`src/rtl/flag_gen_reg.sv`:
```
// ============================================================================
// Module   : flag_gen_reg
// Brief    : Registered ALU status-flag generator (C/Z/S/O) with sticky
//            carry/overflow and a saturating overflow-event counter.
// Revision : 1.0 - initial release
// ============================================================================
`default_nettype none

module flag_gen_reg #(
    parameter int WIDTH = 128,
    parameter int CNT_W = 8
) (
    input  logic             clk,
    input  logic             rst,
    input  logic             in_valid,
    input  logic [2:0]       opsel,
    input  logic             mode,
    input  logic [WIDTH-1:0] a,
    input  logic [WIDTH-1:0] b,
    input  logic [WIDTH-1:0] result,
    input  logic             cout,
    input  logic             clr,
    output logic             out_valid,
    output logic             c_flag,
    output logic             z_flag,
    output logic             s_flag,
    output logic             o_flag,
    output logic             sticky_c,
    output logic             sticky_o,
    output logic [CNT_W-1:0] ovf_cnt
);

    localparam logic [2:0] c_OP_ADD = 3'b000;
    localparam logic [2:0] c_OP_SUB = 3'b001;
    localparam logic [2:0] c_OP_INC = 3'b010;
    localparam logic [2:0] c_OP_DEC = 3'b011;

    logic             w_as;
    logic             w_bs;
    logic             w_rs;
    logic             w_c;
    logic             w_z;
    logic             w_o;
    logic             w_sticky_c_base;
    logic             w_sticky_o_base;
    logic [CNT_W-1:0] w_cnt_base;
    logic [CNT_W-1:0] w_cnt_next;

    logic             r_out_valid;
    logic             r_c_flag;
    logic             r_z_flag;
    logic             r_s_flag;
    logic             r_o_flag;
    logic             r_sticky_c;
    logic             r_sticky_o;
    logic [CNT_W-1:0] r_ovf_cnt;

    assign w_as = a[WIDTH-1];
    assign w_bs = b[WIDTH-1];
    assign w_rs = result[WIDTH-1];
    assign w_z  = (result == '0);

    // SUB/DEC report borrow, which is the inverted adder carry-out.
    always_comb begin
        w_c = 1'b0;
        w_o = 1'b0;
        if (!mode) begin
            case (opsel)
                c_OP_ADD: begin
                    w_c = cout;
                    w_o = (w_as == w_bs) & (w_rs != w_as);
                end
                c_OP_SUB: begin
                    w_c = ~cout;
                    w_o = (w_as != w_bs) & (w_rs != w_as);
                end
                c_OP_INC: begin
                    w_c = cout;
                    w_o = ~w_as & w_rs;
                end
                c_OP_DEC: begin
                    w_c = ~cout;
                    w_o = w_as & ~w_rs;
                end
                default: begin
                    w_c = 1'b0;
                    w_o = 1'b0;
                end
            endcase
        end
    end

    // Clear is applied before accumulation so clr+valid keeps the new event.
    assign w_sticky_c_base = clr ? 1'b0 : r_sticky_c;
    assign w_sticky_o_base = clr ? 1'b0 : r_sticky_o;
    assign w_cnt_base      = clr ? '0 : r_ovf_cnt;

    always_comb begin
        w_cnt_next = w_cnt_base;
        if (in_valid && w_o && !(&w_cnt_base)) begin
            w_cnt_next = w_cnt_base + CNT_W'(1);
        end
    end

    always_ff @(posedge clk) begin
        if (rst) begin
            r_out_valid <= 1'b0;
            r_c_flag    <= 1'b0;
            r_z_flag    <= 1'b0;
            r_s_flag    <= 1'b0;
            r_o_flag    <= 1'b0;
            r_sticky_c  <= 1'b0;
            r_sticky_o  <= 1'b0;
            r_ovf_cnt   <= '0;
        end else begin
            r_out_valid <= in_valid;
            if (in_valid) begin
                r_c_flag <= w_c;
                r_z_flag <= w_z;
                r_s_flag <= w_rs;
                r_o_flag <= w_o;
            end
            r_sticky_c <= w_sticky_c_base | (in_valid & w_c);
            r_sticky_o <= w_sticky_o_base | (in_valid & w_o);
            r_ovf_cnt  <= w_cnt_next;
        end
    end

    assign out_valid = r_out_valid;
    assign c_flag    = r_c_flag;
    assign z_flag    = r_z_flag;
    assign s_flag    = r_s_flag;
    assign o_flag    = r_o_flag;
    assign sticky_c  = r_sticky_c;
    assign sticky_o  = r_sticky_o;
    assign ovf_cnt   = r_ovf_cnt;

endmodule

`default_nettype wire

```
`config.mk`:
```
export PLATFORM = sky130hd
export DESIGN_NAME = flag_gen_reg
export DESIGN_NICKNAME = d
export VERILOG_FILES = /design/src/rtl/flag_gen_reg.sv
export SDC_FILE = /design/constraint.sdc
export NUM_CORES = 1
export LEC_CHECK = 0
export BUFFER_PORTS_ARGS = -buffer_cell sky130_fd_sc_hd__buf_2
export CAP_MARGIN = 0
export CORE_AREA = 8 8 151 153
export CTS_CLUSTER_DIAMETER = 50
export DETAILED_ROUTE_END_ITERATION = 10
export DIE_AREA = 0 0 159 161
export SKIP_LAST_GASP = 1
export SLEW_MARGIN = 20
export SYNTH_ARGS = -nofsm -noshare
export SYNTH_HDL_FRONTEND = slang
export SYNTH_SLANG_ARGS = --single-unit
```
`constraint.sdc`:
```
create_clock -name clk -period 2.85 [get_ports clk]
set_clock_uncertainty 0.05 [all_clocks]
set_input_delay 0.7125 -clock clk [delete_from_list [all_inputs] [get_ports clk]]
set_output_delay 0.7125 -clock clk [all_outputs]
set_load 0.01 [all_outputs]
```
### After elaboration in Yosys (flattened, before gate mapping)

Cells that the tools add are included.

| cells by class | value |
|---|---|
| multiplexer cells | 8 |
| bitwise logic cells | 11 |
| reduce and logical (&&, ||, !) cells | 8 |
| equality and inequality tests | 6 |
| add/subtract/negate cells | 1 |

Operators with widths:

| kind | count |
|---|---|
| $logic_not 128->1 | 1 |
| $mux 8 | 2 |
| $add 8x1->8 const B | 1 |
| $reduce_and 8->1 | 1 |
| $and 1x1->1 | 6 |
| $eq 3x2->1 const B | 2 |
| $mux 1 | 4 |
| $pmux 1 s4 | 1 |
| $reduce_or 2->1 | 2 |
| $eq 3x1->1 const B | 1 |
| $logic_not 3->1 | 1 |
| $not 1->1 | 3 |
| $logic_and 1x1->1 | 2 |
| $ne 1x1->1 | 2 |
| $or 1x1->1 | 2 |
| $pmux 1 s2 | 1 |
| $eq 1x1->1 | 1 |
| $logic_not 1->1 | 1 |

| word-level totals | value |
|---|---|
| input bits | 393 |
| register bits | 15 |
| output and inout port bits | 15 |

### Logic depth before layout (Yosys ltp)

Gate-level depths: netlist of run 1.

| logic depth | value |
|---|---|
| depth after elaboration | 7 |
| depth in mapped cells | 7 |

### Worst setup path after synthesis of run 1

Ideal clock, no wire load.

| timing path | value |
|---|---|
| path kind | input to register |
| start | input a[127] |
| end | register r_ovf_cnt[3] (netlist: ovf_cnt[3]) |
| path buffers | 0 |
| stages | 5 |
| slack | 0.700 ns |
| data required time | 2.679 ns |
| arrival | 1.979 ns |
| cells stage by stage | inv_1 > ha_1 > o31ai_1 > nand3_1 > mux2_2 |

| on the way | value |
|---|---|
| word-level cells in the longest chain between the ends | 7 |
| elaborated cells between the ends (all ways) | 13 |

RTL lines:

| item | line | text |
|---|---|---|
| from (decl) | 18 | `input logic [WIDTH-1:0] a,` |
| $ne 1x1->1, or another cell as far along | 75 | `w_o = (w_as != w_bs) & (w_rs != w_as);` |
| $and 1x1->1, on equally long branches | 75, 71, 79 |  |
| $pmux 1 s4 (*) | 68 | `case (opsel)` |
| $mux 1 (*) | 67 | `if (!mode) begin` |
| $logic_and 1x1->1 (*) (2 in a row) | 100 | `if (in_valid && w_o && !(&w_cnt_base)) begin` |
| $mux 8 (*) | 100 |  |
| to (signal assigned) | 125 | `r_ovf_cnt <= w_cnt_next;` |
| to (decl) | 56 | `logic [CNT_W-1:0] r_ovf_cnt;` |

Every way passes the cells marked *; elsewhere a longest branch is shown, timed or not.
A chain may end at the register's enable or synchronous reset.

### Final worst setup path of run 1

| timing path | value |
|---|---|
| start | input a[127] |
| end | register r_ovf_cnt[4] (netlist: ovf_cnt[4]) |

The elaborated chain is that of the path after synthesis.

==> metrics.txt, run 1 <==
status=completed; Setup Slack @ Placement=0.4646 ns; WP data required=2.98 ns; Root Buffer=clkbuf_16; sequential area share after synthesis=0.2892; Initial Utilization=0.05052; Yosys cell types=34; # resized after CTS=0; startpoint types=primary input; Routed WL=9.009 mm; drc violations=0; Final min period=2.103 ns; Final Core Density=0.1110; Net count, final=691; CP Class=in2reg; Die W=159 um; postcts setup bufs=0; Worst-path clk slew=0.05 ns; Leak Pwr=1.002 nW; final worst path period share=0.7380; Hold-fix buffers, CTS=0; Post-Syn Nets=527; Mapped Cells=131; largest net degree at the start of global routing=16; VDD IR-drop max=0.0001708 V; gr usage total=0.06735; Tightest Hold Check Type=reg2reg; final instance area=2282 um2; Seq cells post-synth=15; synth warn=0; Pwr Density=289.5 nW/um2; dpl cell area=2197 um2; num rows=53; Flop pwr share=0.325; hold depth=2; Area contributors post-synth=dfxtp_1, nor4_1, nand4_1; Syn Std Cell Area=1038 um2; final setup fails=0; RePlAce Congestion=0.9189; die area=25600 um2; overall power=0.6606 mW; clock latency on the worst-skew pair=0.25 ns; GR Overflow Total=0; max-slew violation count=0; CORE AREA=20560 um2; Area Overhead vs Synth=119.8%; initial antenna violation count=14; max_cap viols=0; Slew HR=0.6718; RSZ-0062 raised after global routing=no; first-pass GRT wire length=12.31 mm; clk buf depth=2; Via density=3.158; CP arrival=2.24 ns; layout cell share with drive strength beyond 1=0.5816; vias in the first global route=2103; Worst Tran Pin Value=0.4878 ns; Crit. End Element=register; hpwl dp=8.443 mm; mean post-synth cell area=7.927 um2; Iter 0 DRT Violations=19; share of Yosys cell area claimed by the top area cell type=0.2892; worst-case reg-to-reg path depth=6; average wire per standard cell=15.78 um; setup TNS=0 ns; Clk network pwr share=0.429; Die Y=161 um; fillers=2420; IO Pins=408; CTS tree=done; Detail Route Antenna Nets=0; worst-path fanout max=9; via count=1803; CTS Buf Count=3; Switching Share=0.2549; Clock Sink Count=15; Power Internal=0.4922 mW; Gate power share=0.246; cell taking the most area after synthesis=dfxtp_1; Net Sw Power=0.1684 mW; Final WS setup=0.7467 ns; fmax=475.4 MHz; Hold Fails Final Rpt=0; 1st-pass router iterations=3; buffers added on ports=153; H-tree Lvls=1
-- cell usage after synthesis (all sizes together) --
cell	instances
and2	1
nor3	1
nor2b	4
nand3	5
a31o	1
nor4	32
xor2	1
or3	3
and4	1
inv	4
o31a	1
nand2	7
xnor2	2
or2	1
a311oi	1
nand4	11
ha	3
and2b	1
o21ai	5
nor2	2
nor3b	2
nor4b	1
dfxtp	15
and3b	1
and3	2
a21oi	11
mux2	2
o31ai	2
or4	2
mux2i	1
a41o	1
clkbuf	1
nand2b	3
-- path summary, 6_finish.rpt --
path	end	slack, ns	start
setup reg to reg	ovf_cnt[2]$_SDFF_PP0_	1.04	ovf_cnt[0]$_SDFF_PP0_
setup / recovery	ovf_cnt[4]$_SDFF_PP0_	0.75	a[127]
hold reg to reg	sticky_o$_SDFF_PP0_	0.41	sticky_o$_SDFF_PP0_
hold / removal	sticky_o$_SDFF_PP0_	0.41	sticky_o$_SDFF_PP0_
-- stage by stage --
stage	std cells	hold slack, ns
2_1_floorplan	131	0.4375
3_3_place_gp	565	0.4029
3_5_place_dp	565	0.4082
4_1_cts	569	0.4169
5_1_grt	571	0.4342
6_report	571	0.4142
-- logic make-up after synthesis --
group,Yosys count,share of synthesized area
multiplexers,3,0.03132
AND/OR/NAND/NOR,80,0.4711
adder cells (fa/ha/maj),3,0.03615
flip-flops,15,0.2892
AO/OA/AOI/OAI,22,0.1289
XOR/XNOR,3,0.02531
buffers and inverters,5,0.01806
-- power by group through the flow --
stage,logic (mW),registers [mW],clock network [mW]
after floorplan,0.0344,0.220,0
after global placement,0.164,0.219,0
after detailed placement,0.167,0.219,0
after CTS,0.167,0.214,0.297
after global routing,0.179,0.215,0.303
final,0.163,0.215,0.283
-- routing by layer --
metal,track usage,up-vias,routed length [um]
met5,0,-,63
met4,0.02358,10,261
met3,0.04327,24,1279
met2,0.1002,164,3507
met1,0.07666,741,3897
li1,-,864,-
-- critical path, stage by stage --
cell	delay [ns]
buf_2	0.11
inv_1	0.04
ha_1	0.30
o31a_2	0.41
or4_1	0.51
a21oi_1	0.14
-- area by class of cell --
type                       count  area (um2)  area share
inverter                       4       15.01    0.006579
tap                          275       344.1      0.1508
clock inverter                 1       5.005    0.002193
timing repair buffer         160       818.3      0.3586
sequential                    15       300.3      0.1316
clock buffer                   3       75.07     0.03289
multi-input combinational    111       719.4      0.3152
antenna                        2       5.005    0.002193
-- cells in the final DEF, fill, tap and decap left out, drive strengths merged, types with 2 or more instances in the layout --
| master | n |
|---|---|
| nor2b | 4 |
| ha | 3 |
| diode | 2 |
| nand3 | 5 |
| nand2b | 3 |
| dfxtp | 15 |
| o21ai | 5 |
| nor3b | 2 |
| nor2 | 2 |
| clkbuf | 3 |
| inv | 4 |
| a21oi | 11 |
| nor4 | 32 |
| mux2 | 2 |
| and3 | 2 |
| xnor2 | 2 |
| or4 | 2 |
| nand2 | 7 |
| buf | 160 |
| or3 | 3 |
| o31ai | 2 |
| nand4 | 11 |
-- flip-flops by register name (all words and copies together), names as in the netlist --
name,cells
ovf_cnt,8
c_flag,1
o_flag,1
out_valid,1
s_flag,1
sticky_c,1
sticky_o,1
z_flag,1
Note: power is estimated with default switching activity, not from simulation.
==> run 2, diff against run 1 <==
==> constraint.sdc (replaced) <==
create_clock -name clk -period 2.2 [get_ports clk]
set_clock_uncertainty 0.05 [all_clocks]
set_input_delay 0.55 -clock clk [delete_from_list [all_inputs] [get_ports clk]]
set_output_delay 0.55 -clock clk [all_outputs]
set_load 0.01 [all_outputs]
==> run 2 against run 1 <==
Clock power up 28%. Critical path type unchanged. Via count grew 2.0%. Critical endpoint unchanged. Total power grew 30%. Highest routed layer unchanged.
==> metrics.txt, run 2 (synthesized netlist as in run 1, its figures left out) <==
status=completed; startpoint types=primary input; gr usage total=0.06816 (+0.0008095); final worst path period share=0.8800; Hold Fails Final Rpt=0 (unchanged); fin cells=575 (+0.70%); worst-path fanout max=5 (-4); final setup fails=0 (unchanged); buffers added on ports=153 (unchanged); fillers=2396 (-0.99%); Die W=159 um (unchanged); Flop pwr share=0.324 (about the same); CP arrival=2.06 ns (-0.18 ns); dpl cell area=2235 um2 (+1.7%); Final min period=1.936 ns; hpwl dp=8.505 mm (+0.74%); Tightest Hold Check Type=reg2reg; num rows=53 (unchanged); Worst-path clk slew=0.05 ns (about the same); die area=25600 um2 (unchanged); Via density=3.198 (+1.3%); Root Buffer=clkbuf_16; Worst path max stage delay=0.51 ns (about the same); most frequent cells in the layout=buf_2, nor4_1, dfxtp_1; Leak Pwr=1.027 nW (+2.6%); Hold-fix buffers, CTS=0 (unchanged); clk buf depth=2 (unchanged); fmax=516.5 MHz; CORE AREA=20560 um2 (unchanged); Routed WL=9.077 mm (+0.75%); Final WS setup=0.2639 ns (-0.4827 ns); CP Cell Sequence=buf_2 -> inv_1 -> ha_1 -> o31a_2 -> or4_1 -> a21oi_1; Initial Utilization=0.05052 (unchanged); via count=1839 (+2.0%); # resized after CTS=0 (unchanged); Reg area=300.3 um2 (unchanged); IO Pins=408 (unchanged); Die Y=161 um (unchanged); Net Sw Power=0.2158 mW (+28%); GR Overflow Total=0 (unchanged); worst setup path startpoint=a[127]; RSZ-0062 raised after global routing=no; layout cell share with drive strength beyond 1=0.5886 (+0.006996); setup TNS=0 ns (unchanged); vias in the first global route=2156 (+2.5%); Slew HR=0.7887 (+0.1169); Power Internal=0.6425 mW (+31%); area of the multi-input gates=719.4 um2 (unchanged); Clk network pwr share=0.421 (-0.008); postcts setup bufs=0 (unchanged); RePlAce Congestion=0.9249 (+0.65%); CP Class=in2reg; final instance area=2317 um2 (+1.5%); Worst Tran Pin Value=0.3140 ns (-0.1738 ns); Gate power share=0.255 (+0.009); first-pass GRT wire length=12.65 mm (+2.7%); Net count, final=696 (+0.72%); placed cells=570 (+0.88%); Hold Crit Start=sticky_o$_SDFF_PP0_; Worst path slowest cell=or4_1; max reg flops=8 (unchanged); max_cap viols=0 (unchanged); Switching Share=0.2515 (-0.003495); VDD IR-drop max=0.0002874 V (+68%); Pwr Density=370.4 nW/um2 (+28%); max-slew violation count=0 (unchanged); clock latency on the worst-skew pair=0.24 ns (about the same); 1st-pass router iterations=2 (-1); average wire per standard cell=15.79 um (about the same); WP data required=2.33 ns (-0.65 ns); worst reg2reg path startpoint=ovf_cnt[0]$_SDFF_PP0_; Crit. End Element=register; Clock Sink Count=15 (unchanged); commonest non-fill, non-tap cell in the layout=buf_2; Detail Route Antenna Nets=0 (unchanged); Iter 0 DRT Violations=26 (+7); initial antenna violation count=12 (-2); Final Hold Slack=0.4173 ns (+0.003120 ns); Area Overhead vs Synth=123.1%; Setup Slack @ Placement=0.007224 ns (-0.4574 ns); CTS tree=done; CTS Buf Count=3 (unchanged); largest net degree at the start of global routing=16 (unchanged); drc violations=0 (unchanged); H-tree Lvls=1 (unchanged)
## run 2: cell types whose count changed in the layout (fill, tap and decap cells not counted)
cell     before  now
buf_4         7   12
diode_2       2    1
## run 2: area by class of cell
type	instances	share of cell area
Tap cell	275	0.1485
Antenna cell	1	0.001080
Sequential cell	15	0.1296
Timing Repair Buffer	165	0.3693
Inverter	4	0.006479
Clock inverter	1	0.002160
Clock buffer	3	0.03240
Multi-Input combinational cell	111	0.3105
## run 2: final timing paths
kind	cells after the start	end	slack (ns)
setup / recovery	6	ovf_cnt[4]$_SDFF_PP0_	0.26
hold / removal	2	sticky_o$_SDFF_PP0_	0.42
setup reg to reg	6	ovf_cnt[2]$_SDFF_PP0_	0.51
hold reg to reg	2	sticky_o$_SDFF_PP0_	0.42
## run 2: power by group through the flow
stage               clock network, mW  registers (mW)  logic [mW]
floorplan                           0           0.286      0.0446
global placement                    0           0.284       0.220
detailed placement                  0           0.284       0.224
CTS                             0.377           0.278       0.224
global route                    0.388           0.278       0.239
finish                          0.361           0.278       0.219
## run 2: worst max-delay path: cells and delay by family
kind,cells,cell delay (ns)
AND/OR/NAND/NOR,1,0.51
buffers and inverters,2,0.17
AO/OA/AOI/OAI,2,0.53
adder cells (fa/ha/maj),1,0.30
## run 2: through the flow
step                utilization  power [mW]
floorplan                     -      0.3302
global placement         0.1087      0.5036
detailed placement       0.1087      0.5074
CTS                      0.1126      0.8790
global route             0.1127      0.9062
finish                   0.1127      0.8583
## run 2: metal layers
metal	up-vias	track usage	share of wire
li1	876	-	-
met1	772	0.08164	0.45
met2	161	0.1024	0.39
met3	20	0.03945	0.13
met4	10	0.01758	0.025
met5	-	0	0.0068
==> run 3, diff against run 2 <==
--- a/config.mk
+++ b/config.mk
@@ -7,10 +7,11 @@
 export LEC_CHECK = 0
 export BUFFER_PORTS_ARGS = -buffer_cell sky130_fd_sc_hd__buf_2
 export CAP_MARGIN = 0
-export CORE_AREA = 8 8 151 153
+export CORE_AREA = 2 2 158 160
 export CTS_CLUSTER_DIAMETER = 50
 export DETAILED_ROUTE_END_ITERATION = 10
-export DIE_AREA = 0 0 159 161
+export DIE_AREA = 0 0 160 162
+export MAX_ROUTING_LAYER = met4
 export SKIP_LAST_GASP = 1
 export SLEW_MARGIN = 20
 export SYNTH_ARGS = -nofsm -noshare
==> run 3 against run 2 <==
Flip-flop and latch count stayed put. Setup slack worse by 0.014 ns. Clock power is 2% higher. First-iteration DRC count is 38% higher. Cell area is 2.1% higher. Non-clock buffer count is 2 lower. Via count is 2.4% lower. Maximum frequency is 0.69% lower. Combinational power is 2% lower. Critical path depth stayed put. Sequential share of layout area is 0.26 points lower. Critical path type unchanged. Critical endpoint unchanged. Largest cell class unchanged. Largest power group unchanged. Highest routed layer is now met4.
==> metrics.txt, run 3 (synthesized netlist as in run 1, its figures left out) <==
Hold-fix buffers, CTS=0 (unchanged); drc violations=0 (unchanged); Worst path slowest cell=or4_1; max reg flops=8 (unchanged); worst reg2reg path startpoint=ovf_cnt[0]$_SDFF_PP0_; layout cell share with drive strength beyond 1=0.5825 (-0.006137); 1st-pass router iterations=4 (+2); Tightest Hold Check Type=reg2reg; Iter 0 DRT Violations=36 (+38%); R2R Setup Slk=0.48 ns (-0.03 ns); final setup fails=0 (unchanged); Net count, final=694 (-0.29%); fillers=2870 (+20%); worst-path fanout max=5 (unchanged); Levels on crit path=6 (unchanged); Die W=160 um (+0.63%); largest net degree at the start of global routing=16 (unchanged); Crit. End Element=register; RSZ-0062 raised after global routing=no; Critical Path Sink=ovf_cnt[4]$_SDFF_PP0_; most frequent cells in the layout=buf_2, nor4_1, dfxtp_1; CORE AREA=24110 um2 (+17%); clk buf depth=2 (unchanged); num rows=57 (+7.5%); fin cells=623 (+8.3%); Worst Path Buf+Inv=2 (unchanged); worst-case reg-to-reg path depth=6 (unchanged); Pwr Density=363.4 nW/um2 (-1.9%); hold depth=2 (unchanged); postcts setup bufs=0 (unchanged); CP Class=in2reg; placed cells=617 (+8.2%); status=completed; average wire per standard cell=10.04 um (-36%); hpwl dp=5.749 mm (-32%); IO Pins=408 (unchanged); overall power=0.8593 mW (+0.12%); Slew HR=0.7051 (-0.08367); startpoint types=primary input; max_cap viols=0 (unchanged); setup TNS=0 ns (unchanged); commonest non-fill, non-tap cell in the layout=buf_2; first-pass GRT wire length=8.976 mm (-29%); clock latency on the worst-skew pair=0.24 ns (about the same); gr usage total=0.04860 (-0.01955); fmax=512.9 MHz (-0.69%); CTS tree=done; Clock Sink Count=15 (unchanged); Leak Pwr=1.014 nW (-1.3%); cell family with most CP delay=compound AO/OA/AOI/OAI gates; VDD IR-drop max=0.0001611 V (-44%); WP data required=2.33 ns (about the same); Area Overhead vs Synth=127.7%; Via density=2.880 (-10%); CP arrival=2.08 ns (+0.02 ns); Hold Fails Final Rpt=0 (unchanged); final worst path period share=0.8862 (+0.006151); worst setup path startpoint=a[127]; CP Cell Sequence=buf_2 -> inv_1 -> ha_1 -> o31a_2 -> or4_1 -> a21oi_1; max-slew violation count=0 (unchanged); Final Core Density=0.09810 (-0.01462); CTS Buf Count=3 (unchanged); via count=1794 (-2.4%); Root Buffer=clkbuf_16; area of the multi-input gates=719.4 um2 (unchanged); Worst-path clk slew=0.05 ns (about the same); buffers added on ports=153 (unchanged); Worst path max stage delay=0.51 ns (about the same); initial antenna violation count=4 (-8); Worst Tran Pin Value=0.4384 ns (+0.1244 ns); Detail Route Antenna Nets=0 (unchanged); Final min period=1.950 ns (+0.01353 ns); RePlAce Congestion=0.8477 (-8.3%); vias in the first global route=1725 (-20%); Reg area=300.3 um2 (unchanged); die area=25920 um2 (+1.3%); # resized after CTS=0 (unchanged); Initial Utilization=0.04308 (-0.007436); Die Y=162 um (+0.62%); FF-to-FF End=ovf_cnt[2]$_SDFF_PP0_; H-tree Lvls=1 (unchanged); GR Overflow Total=0 (unchanged); Routed WL=6.256 mm (-31%)
run 3: changes by cell type in the layout (fill, tap and decap cells not counted), sizes merged:
cell | before | now
diode | 1 | 2
clkbuf | 3 | 4
clkinv | 1 | 0
buf | 165 | 163
run 3: worst min path at each step:
| stage | from | to |
|---|---|---|
| detailed placement | sticky_c$_SDFF_PP0_ | sticky_c$_SDFF_PP0_ |
| finish | sticky_c$_SDFF_PP0_ | sticky_c$_SDFF_PP0_ |
| global placement | sticky_c$_SDFF_PP0_ | sticky_c$_SDFF_PP0_ |
| CTS | sticky_c$_SDFF_PP0_ | sticky_c$_SDFF_PP0_ |
| global route | c_flag$_SDFFE_PP0P_ | c_flag$_SDFFE_PP0P_ |
| floorplan | sticky_c$_SDFF_PP0_ | sticky_c$_SDFF_PP0_ |
run 3: power breakdown:
part / leakage, nW / total, mW / internal, mW / switching (mW)
clock: 0.0382 / 0.367 / 0.246 / 0.121
combinational: 0.854 / 0.215 / 0.124 / 0.0909
sequential: 0.121 / 0.278 / 0.276 / 0.00171
total: 1.01 / 0.859 / 0.646 / 0.213
run 3: per-stage QoR:
step                area (um2)  hold WS (ns)  setup slack [ns]
finish                    2365        0.4172            0.2504
global route              2365        0.4435            0.1694
CTS                       2360        0.4152            0.2464
detailed placement        2281        0.4060        -0.0009102
global placement          2281        0.4014          0.006962
floorplan                 1039        0.4375            0.2126
run 3: worst register-to-register path: cells and delay by family, from the launching register on:
family | cells | cell delay [ns]
AOI/OAI and AO/OA | 2 | 0.41
and+or+nand+nor | 3 | 0.66
adders and majority gates | 1 | 0.20
DFF | 1 | 0.34
run 3: area by class of cell:
cell class	count	area share
Inverter	4	0.006349
Tap cell	324	0.1714
Sequential cell	15	0.1270
Antenna cell	2	0.002116
Timing Repair Buffer	163	0.3556
Clock buffer	4	0.03333
Multi-Input combinational cell	111	0.3042
run 3: routing by layer:
metal / part of all wire / GRT usage / up-vias
li1: - / - / 869
met1: 0.40 / 0.05216 / 768
met2: 0.47 / 0.08756 / 151
met3: 0.10 / 0.009448 / 6
met4: 0.032 / 0.02088 / 0
met5: 0 / - / -
